$ cat config.mk
export PLATFORM = sky130hd
export DESIGN_NAME = mult_arbiter
export DESIGN_NICKNAME = d
export VERILOG_FILES = /design/src/rtl/mult_arb_pkg.sv /design/src/rtl/rr_arbiter.sv /design/src/rtl/mult_arbiter.sv
export SDC_FILE = /design/constraint.sdc
export NUM_CORES = 1
export LEC_CHECK = 0
export BUFFER_PORTS_ARGS = -buffer_cell sky130_fd_sc_hd__buf_4
export CAP_MARGIN = 30
export CORE_MARGIN = 3
export CORE_UTILIZATION = 49
export DETAILED_ROUTE_END_ITERATION = 12
export GPL_TIMING_DRIVEN = 0
export HOLD_SLACK_MARGIN = 0.03
export PLACE_DENSITY = 0.95
export SLEW_MARGIN = 20
export SYNTH_ARGS = -nofsm -noshare
export SYNTH_HDL_FRONTEND = slang
export SYNTH_HIERARCHICAL = 1
export SYNTH_SLANG_ARGS = --single-unit
$ cat constraint.sdc
create_clock -name clk -period 7.67 [get_ports clk]
set_input_delay 1.534 -clock clk [delete_from_list [all_inputs] [get_ports clk]]
set_output_delay 1.534 -clock clk [all_outputs]
set_load 0.02 [all_outputs]
$ cat src/rtl/mult_arb_pkg.sv
// mult_arb_pkg: shared types and constants for the multiplier arbiter slice.
//   state_t      FSM encoding used by mult_arbiter (IDLE, EXEC, RESP)
//   OP_W/PROD_W  operand and product widths of the shared multiplier
//   DEF_N        default requester count
//   DEF_MUL_LAT  default number of cycles operands are held before sampling
package mult_arb_pkg;

  localparam int OP_W        = 8;
  localparam int PROD_W      = 16;
  localparam int DEF_N       = 4;
  localparam int DEF_MUL_LAT = 1;

  typedef enum logic [1:0] {
    IDLE = 2'd0,
    EXEC = 2'd1,
    RESP = 2'd2
  } state_t;

endpackage

$ cat src/rtl/rr_arbiter.sv
// rr_arbiter: combinational round-robin picker.
//   req   in  N    request vector
//   ptr   in  IDW  index of the last winner; the search starts at ptr+1
//   grant out N    one-hot winner, all zero when no request is present
//   idx   out IDW  binary index of the winner (0 when no request)
module rr_arbiter
  import mult_arb_pkg::*;
#(
  parameter int N   = DEF_N,
  parameter int IDW = $clog2(N)
) (
  input  logic [N-1:0]   req,
  input  logic [IDW-1:0] ptr,
  output logic [N-1:0]   grant,
  output logic [IDW-1:0] idx
);

  logic           found;
  logic [IDW-1:0] cand;
  int             pos;

  // Walk ptr+1, ptr+2, ... wrapping at N; the last winner is visited last.
  always_comb begin
    grant = '0;
    idx   = '0;
    found = 1'b0;
    cand  = '0;
    pos   = 0;
    for (int k = 1; k <= N; k++) begin
      pos = int'(ptr) + k;
      if (pos >= N) pos = pos - N;
      cand = IDW'(pos);
      if (!found && req[cand]) begin
        found       = 1'b1;
        grant[cand] = 1'b1;
        idx         = cand;
      end
    end
  end

endmodule

$ cat src/rtl/mult_arbiter.sv
// mult_arbiter: shares one external 8x8 combinational multiplier among N
// requesters. A round-robin winner's operands are registered and driven onto
// the multiplier; the registers only change when a job is accepted, so the
// multiplier sees no toggling while idle. After MUL_LAT cycles the product is
// captured and returned with the owner's index under valid/ready backpressure.
//
// Ports:
//   clk, rst      clock, asynchronous active-high reset
//   req_valid     N      per-requester job valid
//   req_a/req_b   N*8    per-requester operands, slice i = [8i+7:8i]
//   req_ready     N      one-hot accept, only in IDLE
//   mul_a/mul_b   8      operand registers to the shared multiplier
//   mul_p         16     product from the shared multiplier
//   rsp_valid     1      result valid
//   rsp_id        IDW    owner of the result
//   rsp_product   16     registered product
//   rsp_ready     1      downstream accepts the result
//   busy          1      high in EXEC or RESP
//
// Build option MULT_ARB_ZERO_BYPASS_EN: a job with a zero operand is answered
// with product 0 straight from IDLE, skipping EXEC and leaving the multiplier
// inputs untouched.
module mult_arbiter
  import mult_arb_pkg::*;
#(
  parameter int N       = DEF_N,
  parameter int MUL_LAT = DEF_MUL_LAT,
  parameter int IDW     = $clog2(N)
) (
  input  logic                clk,
  input  logic                rst,
  input  logic [N-1:0]        req_valid,
  input  logic [N*OP_W-1:0]   req_a,
  input  logic [N*OP_W-1:0]   req_b,
  output logic [N-1:0]        req_ready,
  output logic [OP_W-1:0]     mul_a,
  output logic [OP_W-1:0]     mul_b,
  input  logic [PROD_W-1:0]   mul_p,
  output logic                rsp_valid,
  output logic [IDW-1:0]      rsp_id,
  output logic [PROD_W-1:0]   rsp_product,
  input  logic                rsp_ready,
  output logic                busy
);

  localparam int             LCW      = (MUL_LAT > 1) ? $clog2(MUL_LAT) : 1;
  localparam logic [LCW-1:0] LAT_INIT = LCW'(MUL_LAT - 1);

  state_t            state;
  logic [OP_W-1:0]   op_a;
  logic [OP_W-1:0]   op_b;
  logic [IDW-1:0]    rr_ptr;
  logic [LCW-1:0]    lat_cnt;

  logic [N-1:0]      grant;
  logic [IDW-1:0]    gidx;
  logic [OP_W-1:0]   ga;
  logic [OP_W-1:0]   gb;
  logic              accept;
  logic              zero_job;

  rr_arbiter #(
    .N   (N),
    .IDW (IDW)
  ) u_rr (
    .req   (req_valid),
    .ptr   (rr_ptr),
    .grant (grant),
    .idx   (gidx)
  );

  assign ga        = req_a[int'(gidx)*OP_W +: OP_W];
  assign gb        = req_b[int'(gidx)*OP_W +: OP_W];
  assign accept    = (state == IDLE) && (|req_valid);
  assign req_ready = (state == IDLE) ? grant : '0;
  assign mul_a     = op_a;
  assign mul_b     = op_b;
  assign busy      = (state != IDLE);

`ifdef MULT_ARB_ZERO_BYPASS_EN
  assign zero_job = (ga == '0) || (gb == '0);
`else
  assign zero_job = 1'b0;
`endif

  // Stage boundary: operand capture (IDLE) -> settle (EXEC) -> result (RESP)
  always_ff @(posedge clk or posedge rst) begin
    if (rst) begin
      state       <= IDLE;
      op_a        <= '0;
      op_b        <= '0;
      rsp_valid   <= 1'b0;
      rsp_id      <= '0;
      rsp_product <= '0;
      rr_ptr      <= IDW'(N - 1);
      lat_cnt     <= '0;
    end else begin
      case (state)
        IDLE: begin
          if (accept) begin
            rsp_id <= gidx;
            rr_ptr <= gidx;
            if (zero_job) begin
              // Result is known to be zero; the op registers keep their
              // previous contents so the multiplier stays quiet.
              rsp_product <= '0;
              rsp_valid   <= 1'b1;
              state       <= RESP;
            end else begin
              op_a    <= ga;
              op_b    <= gb;
              lat_cnt <= LAT_INIT;
              state   <= EXEC;
            end
          end
        end
        EXEC: begin
          if (lat_cnt == '0) begin
            rsp_product <= mul_p;
            rsp_valid   <= 1'b1;
            state       <= RESP;
          end else begin
            lat_cnt <= lat_cnt - LCW'(1);
          end
        end
        RESP: begin
          if (rsp_ready) begin
            rsp_valid <= 1'b0;
            state     <= IDLE;
          end
        end
        default: state <= IDLE;
      endcase
    end
  end

endmodule

After elaboration in Yosys (flattened, before gate mapping) --
Index checks and enable logic that the tools add are counted.
Word-level totals: logic and storage cells 103, output and inout port bits 40, bits of input ports 87, bits in registers 40
Operators by class: equal/unequal tests 5, bitwise operators 4, order comparisons 12, multiplexer cells 42, add/subtract/negate cells 9, reductions and logical operators 21, shift operators 2
Operators with widths (number):
- variable part select 32 x 6 -> 8 bit | 2
- two-way mux 2 bit | 11
- two-way mux 4 bit | 5
- two-way mux 1 bit | 15
- less-than comparator 2 x 3 -> 1 bit (second input constant) | 4
- bitwise OR 4 bit | 3
- greater-or-equal comparator 3 bit (second input constant) | 3
- binary-select mux 1 bit (select 2 bit) | 4
- demux 1 bit (select 2 bit) | 4
- greater-or-equal comparator 2 x 1 -> 1 bit (second input constant) | 4
- logical AND 1 bit | 8
- subtractor 2 x 1 -> 2 bit (second input constant) | 4
- adder 2 x 2 -> 3 bit (second input constant) | 2
- inequality test 2 bit (second input constant) | 3
- one-hot mux 2 bit (3 select lines) | 1
- AND reduction 2 bit | 3
- AND reduction 3 bit | 2
- nonzero test 2 bit | 3
- adder 2 x 3 -> 4 bit (second input constant) | 1
- greater-or-equal comparator 4 x 3 -> 1 bit (second input constant) | 1
- one-hot mux 1 bit (2 select lines) | 2
- OR reduction 4 bit | 1
- adder 2 x 1 -> 3 bit (second input constant) | 1
- logical NOT 1 bit | 3
- other kinds (5) | 5

Logic depth before layout (Yosys ltp) --
word-level depth 16, depth in mapped cells 10, gate-level depth less buffers 7

By module --
The synthesis kept the hierarchy.
By module, submodules not included:
- mult_arbiter | seq. area each 978.4 um2, times used 1, cells each 115, area each 1950.6 um2
- rr_arbiter | seq. area each 0.0 um2, times used 1, cells each 59, area each 490.5 um2

Least setup slack after synthesis --
OpenSTA, ideal clock, no wires.
path kind input to output, from input req_valid[2], to output req_ready[0], data arrival time 2.781 ns, required time 6.136 ns, stages on the path 5, path buffers 1, path slack 3.355 ns, path through buf_6 -> mux4_2 -> a211oi_4 -> a221o_1 -> and2_1
Between the ends: longest elaborated chain between the ends 13, elaborated cells on any way between the ends 25, those cells by class mux: 16; bitwise: 3; reduce/logical: 6
RTL lines:
- start, declared | RTL line mult_arbiter.sv:32 | input logic [N-1:0] req_valid,
- binary-select mux 1 bit (select 2 bit) | RTL line rr_arbiter.sv:33 | if (!found && req[cand]) begin
- two-way mux 1 bit (not written as such) | RTL line rr_arbiter.sv:33
- two-way mux 1 bit | RTL line rr_arbiter.sv:33
- logical NOT 1 bit | RTL line rr_arbiter.sv:33
- logical AND 1 bit | RTL line rr_arbiter.sv:33
- two-way mux 1 bit | RTL line rr_arbiter.sv:33
- logical NOT 1 bit | RTL line rr_arbiter.sv:33
- logical AND 1 bit | RTL line rr_arbiter.sv:33
- two-way mux 1 bit | RTL line rr_arbiter.sv:33
- logical NOT 1 bit | RTL line rr_arbiter.sv:33
- logical AND 1 bit | RTL line rr_arbiter.sv:33
- two-way mux 4 bit (*) | RTL line rr_arbiter.sv:33
- net grant[0] | RTL line mult_arbiter.sv:55 | logic [N-1:0] grant;
- two-way mux 4 bit (*) | RTL line mult_arbiter.sv:75 | assign req_ready = (state == IDLE) ? grant : '0;
- end, declared | RTL line mult_arbiter.sv:35 | output logic [N-1:0] req_ready,
The timed path passes the listed nets; every way through them passes the cells marked *. The select of a mux whose other input is x is not followed.

Final worst setup path --
Ends and elaborated chain as after synthesis.

==> summary.md <==
| Metric | Value |
|---|---|
| Status | `complete, no violations` |
| Post-synthesis mux area share | `a little over a third` |
| Drt pass-1 iters | `4` |
| Post-Synthesis Cells | `about 170` |
| Hold Startpoint | `rsp_product[4]$_DFFE_PP0P_` |
| Clk_skew | `4.017 ps` |
| Post-route minimum period | `around 4700 ps` |
| First-pass GRT wire length | `about 11 mm` |
| Final worst-path cycle share | `61.45%` |
| Drt drc | `0` |
| Mapped cell area | `2441 um^2` |
| Worst hold path depth | `1` |
| Die Y-Extent | `76.58 um` |
| GRT Total Usage | `23.17%` |
| Vias in the first global route | `2137` |
| CP Data Required Time | `6140 ps` |
| GR met1 Demand/Resource | `24.18%` |
| Met3 Use GR | `6.265%` |
| Simple-gate share of the synthesized area | `approximately 6.1%` |
| Clock transition at the registers of the reported paths | `about 80 ps` |
| Post-cts hold buffer count | `0` |
| Critical path arrival | `roughly 3200 ps` |
| Most frequent cells in the layout | `buf_4 (128), dfrtp_1 (37), mux2_2 (29)` |
| Vias | `a little over 2000` |
| Flop2flop setup slack | `approximately 4200 ps` |
| VDD IR max | `0.0002844 V` |
| Total negative setup slack | `0 ps` |
| R2R depth | `10` |
| Cts bufs inserted | `5` |
| Rel. slew slack | `57.69%` |
| Routed wire per std cell | `between 15 and 20 um` |
| Port Buf Inserts | `about 130` |
| Vias per cell | `approximately 5.4` |
| Row cnt | `25` |
| Unique masters post-synth | `38` |
| Routing usage on met2 | `around 45%` |
| WHS Endpoint | `rsp_product[4]$_DFFE_PP0P_` |
| Worst slew pin tran | `~630 ps` |
| Clock sink count | `39` |
| Post_cts resized | `0` |
| Syn_nets | `269` |
| Overflow after GRT | `0` |
| Final setup viols | `0` |
| H-tree lvl count | `2` |
| Antenna viol nets, final | `0` |
| Worst r2r src | `rr_ptr[0]$_DFFE_PP1P_` |
| Register area share after synthesis | `40.08%` |
| Clock Tree Buf Depth | `2` |
| Power Density | `481.8 nW/um^2` |
| CP Class | `primary input to primary output` |
| Reg2reg end | `mul_b[0]$_DFFE_PP0P_` |
| Leakage | `around 0.0017 uW` |
| Crit-path slowest cell | `mux4_2` |
| Most common library cell in the layout ignoring fill and taps | `buf_4` |
| Routed WL | `6.640 mm` |
| Count of state elements after synthesis | `39` |
| Adder-cell share of the synthesized area | `4.100%` |
| Fraction of the mapped netlist area in compound gates | `8.662%` |
| Xor and xnor area share after synthesis | `0%` |
| Starting Density | `just over 50%` |
| Non-Filler Instances | `376` |
| Most common cell on crit path | `buf_4` |
| Gpl congestion | `around 0.8` |
| Die ar. | `~5900 um^2` |
| Synth area leader | `dfrtp_1` |
| Crit path capture type | `primary output` |
| Main combinational cell family by area after synthesis | `multiplexers` |
| Max Cap Viol | `0` |
| Initial DRC Count | `roughly 100` |
| Initial antenna violation count | `0` |
| Top cells by area, synth | `dfrtp_1 (38%), mux2_2 (13%), mux4_2 (9.2%)` |
| Ant diodes | `0` |
| Worst hold margin | `510.6 ps` |
| CP startpoint | `req_valid[2]` |
| Placeable Area | `between 4000 and 5000 um^2` |
| Total power | `~1700 uW` |
| Gr busiest metal | `met2` |
| Final Hold Fails | `0` |
| F_max | `0.2122 GHz` |
| Type of origin of the critical path | `primary input` |
| Max FO, Critical Path | `10` |
| Slew Limit Fails | `0` |
| Pin count of the biggest net entering global routing | `33` |
| Hold Crit Class | `flip-flop to flip-flop` |
| Yosys top cell area share | `between 30% and 40%` |
| # nets final | `approximately 400` |
| Slowest stage delay, CP | `600 ps` |
| Post-DP HPWL | `a little over 5 mm` |
| Setup bufs post-CTS | `0` |
| Worst-skew pair later-pin latency | `just under 300 ps` |
| # IOs | `~130` |
| Synth-to-Final Area Change | `47.82%` |
| Dpl cells | `between 300 and 400` |
| Syn_area_per_cell | `14.03 um^2` |
| CTS Root Cell | `clkbuf_8` |
| Die W | `76.58 um` |
| Synth warnings | `6` |
| Share of cells above drive strength 1 | `65.37%` |
| CTS tree | `done` |
| Worst path cell trace | `buf_4, buf_6, mux4_2, nand2_1, o21ai_1, a221o_1, and2_1, buf_4` |
| Unrepaired setup endpoints after global routing | `no` |
## sequential cells by signal, indices dropped and copies added, names as in the netlist
register	count
mul_a	8
mul_b	8
rr_ptr	2
rsp_id	2
rsp_product	16
rsp_valid	1
state	2
## cell families (layout without fill, tap and decap cells)
family,after synthesis,after routing
fa+ha+maj,8,8
simple gates,28,28
buf+inv,18,153
flops,39,39
compound gates,26,26
mux,55,55
## how the worst max path moves through the flow
stage,slack [ps],to,cells past startpoint
2_1_floorplan,3350,req_ready[0],5
3_3_place_gp,3090,req_ready[1],8
3_5_place_dp,3030,req_ready[0],8
4_1_cts,2970,req_ready[0],8
5_1_grt,2860,req_ready[1],8
6_report,2960,req_ready[0],8
## metal layers
metal,routed length (um),part of all wire [%],vias up
met5,0,0,-
met4,161,2.4,0
met3,486,7.3,18
met2,3591,54,113
met1,2401,36,977
li1,-,-,931
## through the flow
stage               worst slack [ps]  cell area, um^2  utilization (%)
detailed placement              3026             3491            73.42
finish                          2957             3608            75.89
CTS                             2969             3608            75.89
floorplan                       3355             2441                -
global route                    2858             3608            75.89
global placement                3088             3471            73.00
## cells in the mapped netlist
| cell | instances |
|---|---|
| ha_1 | 8 |
| o21ai_0 | 3 |
| clkinv_1 | 1 |
| nor4_1 | 1 |
| o31a_1 | 1 |
| and2b_4 | 1 |
| nor2_1 | 5 |
| o211ai_1 | 1 |
| dfrtp_1 | 37 |
| nor2b_1 | 1 |
| a2bb2oi_1 | 1 |
| mux2_2 | 29 |
| nor3b_1 | 1 |
| and2b_1 | 1 |
| o21ai_1 | 6 |
| nor3_1 | 2 |
| buf_4 | 2 |
| a22oi_2 | 1 |
| buf_2 | 5 |
| a221oi_2 | 1 |
| a211oi_4 | 1 |
| nor2_2 | 1 |
| buf_6 | 3 |
| buf_12 | 1 |
| nand2_1 | 9 |
| and3b_1 | 2 |
| o31ai_1 | 1 |
| a21o_1 | 1 |
| dfstp_2 | 2 |
| a21oi_1 | 3 |
| o41ai_2 | 1 |
| mux4_2 | 10 |
| mux2_4 | 8 |
| inv_1 | 6 |
| a221o_1 | 4 |
| a22oi_1 | 1 |
| and2_1 | 4 |
| mux4_1 | 8 |
## power breakdown
group,total (uW),switching [uW],internal [uW]
Combinational,1160,537,623
Sequential,402,79.3,323
Clock,177,71.6,105
Total,1740,687,1050
## worst max-delay path, delay by kind of cell
family	cells	cell delay, ps
multiplexers	1	600
AND/OR/NAND/NOR	2	270
AO/OA/AOI/OAI	2	380
buffers and inverters	3	400
## cell type report
cell class,instances,area [um^2]
inverter,7,26.28
multi-input combinational,117,1343
fill,316,1146
buffer,11,93.84
timing repair buffer,127,965.9
sequential,39,978.4
tap,67,83.83
clock inverter,2,35.03
clock buffer,6,82.58
Note: power is estimated with default switching activity, not from simulation.
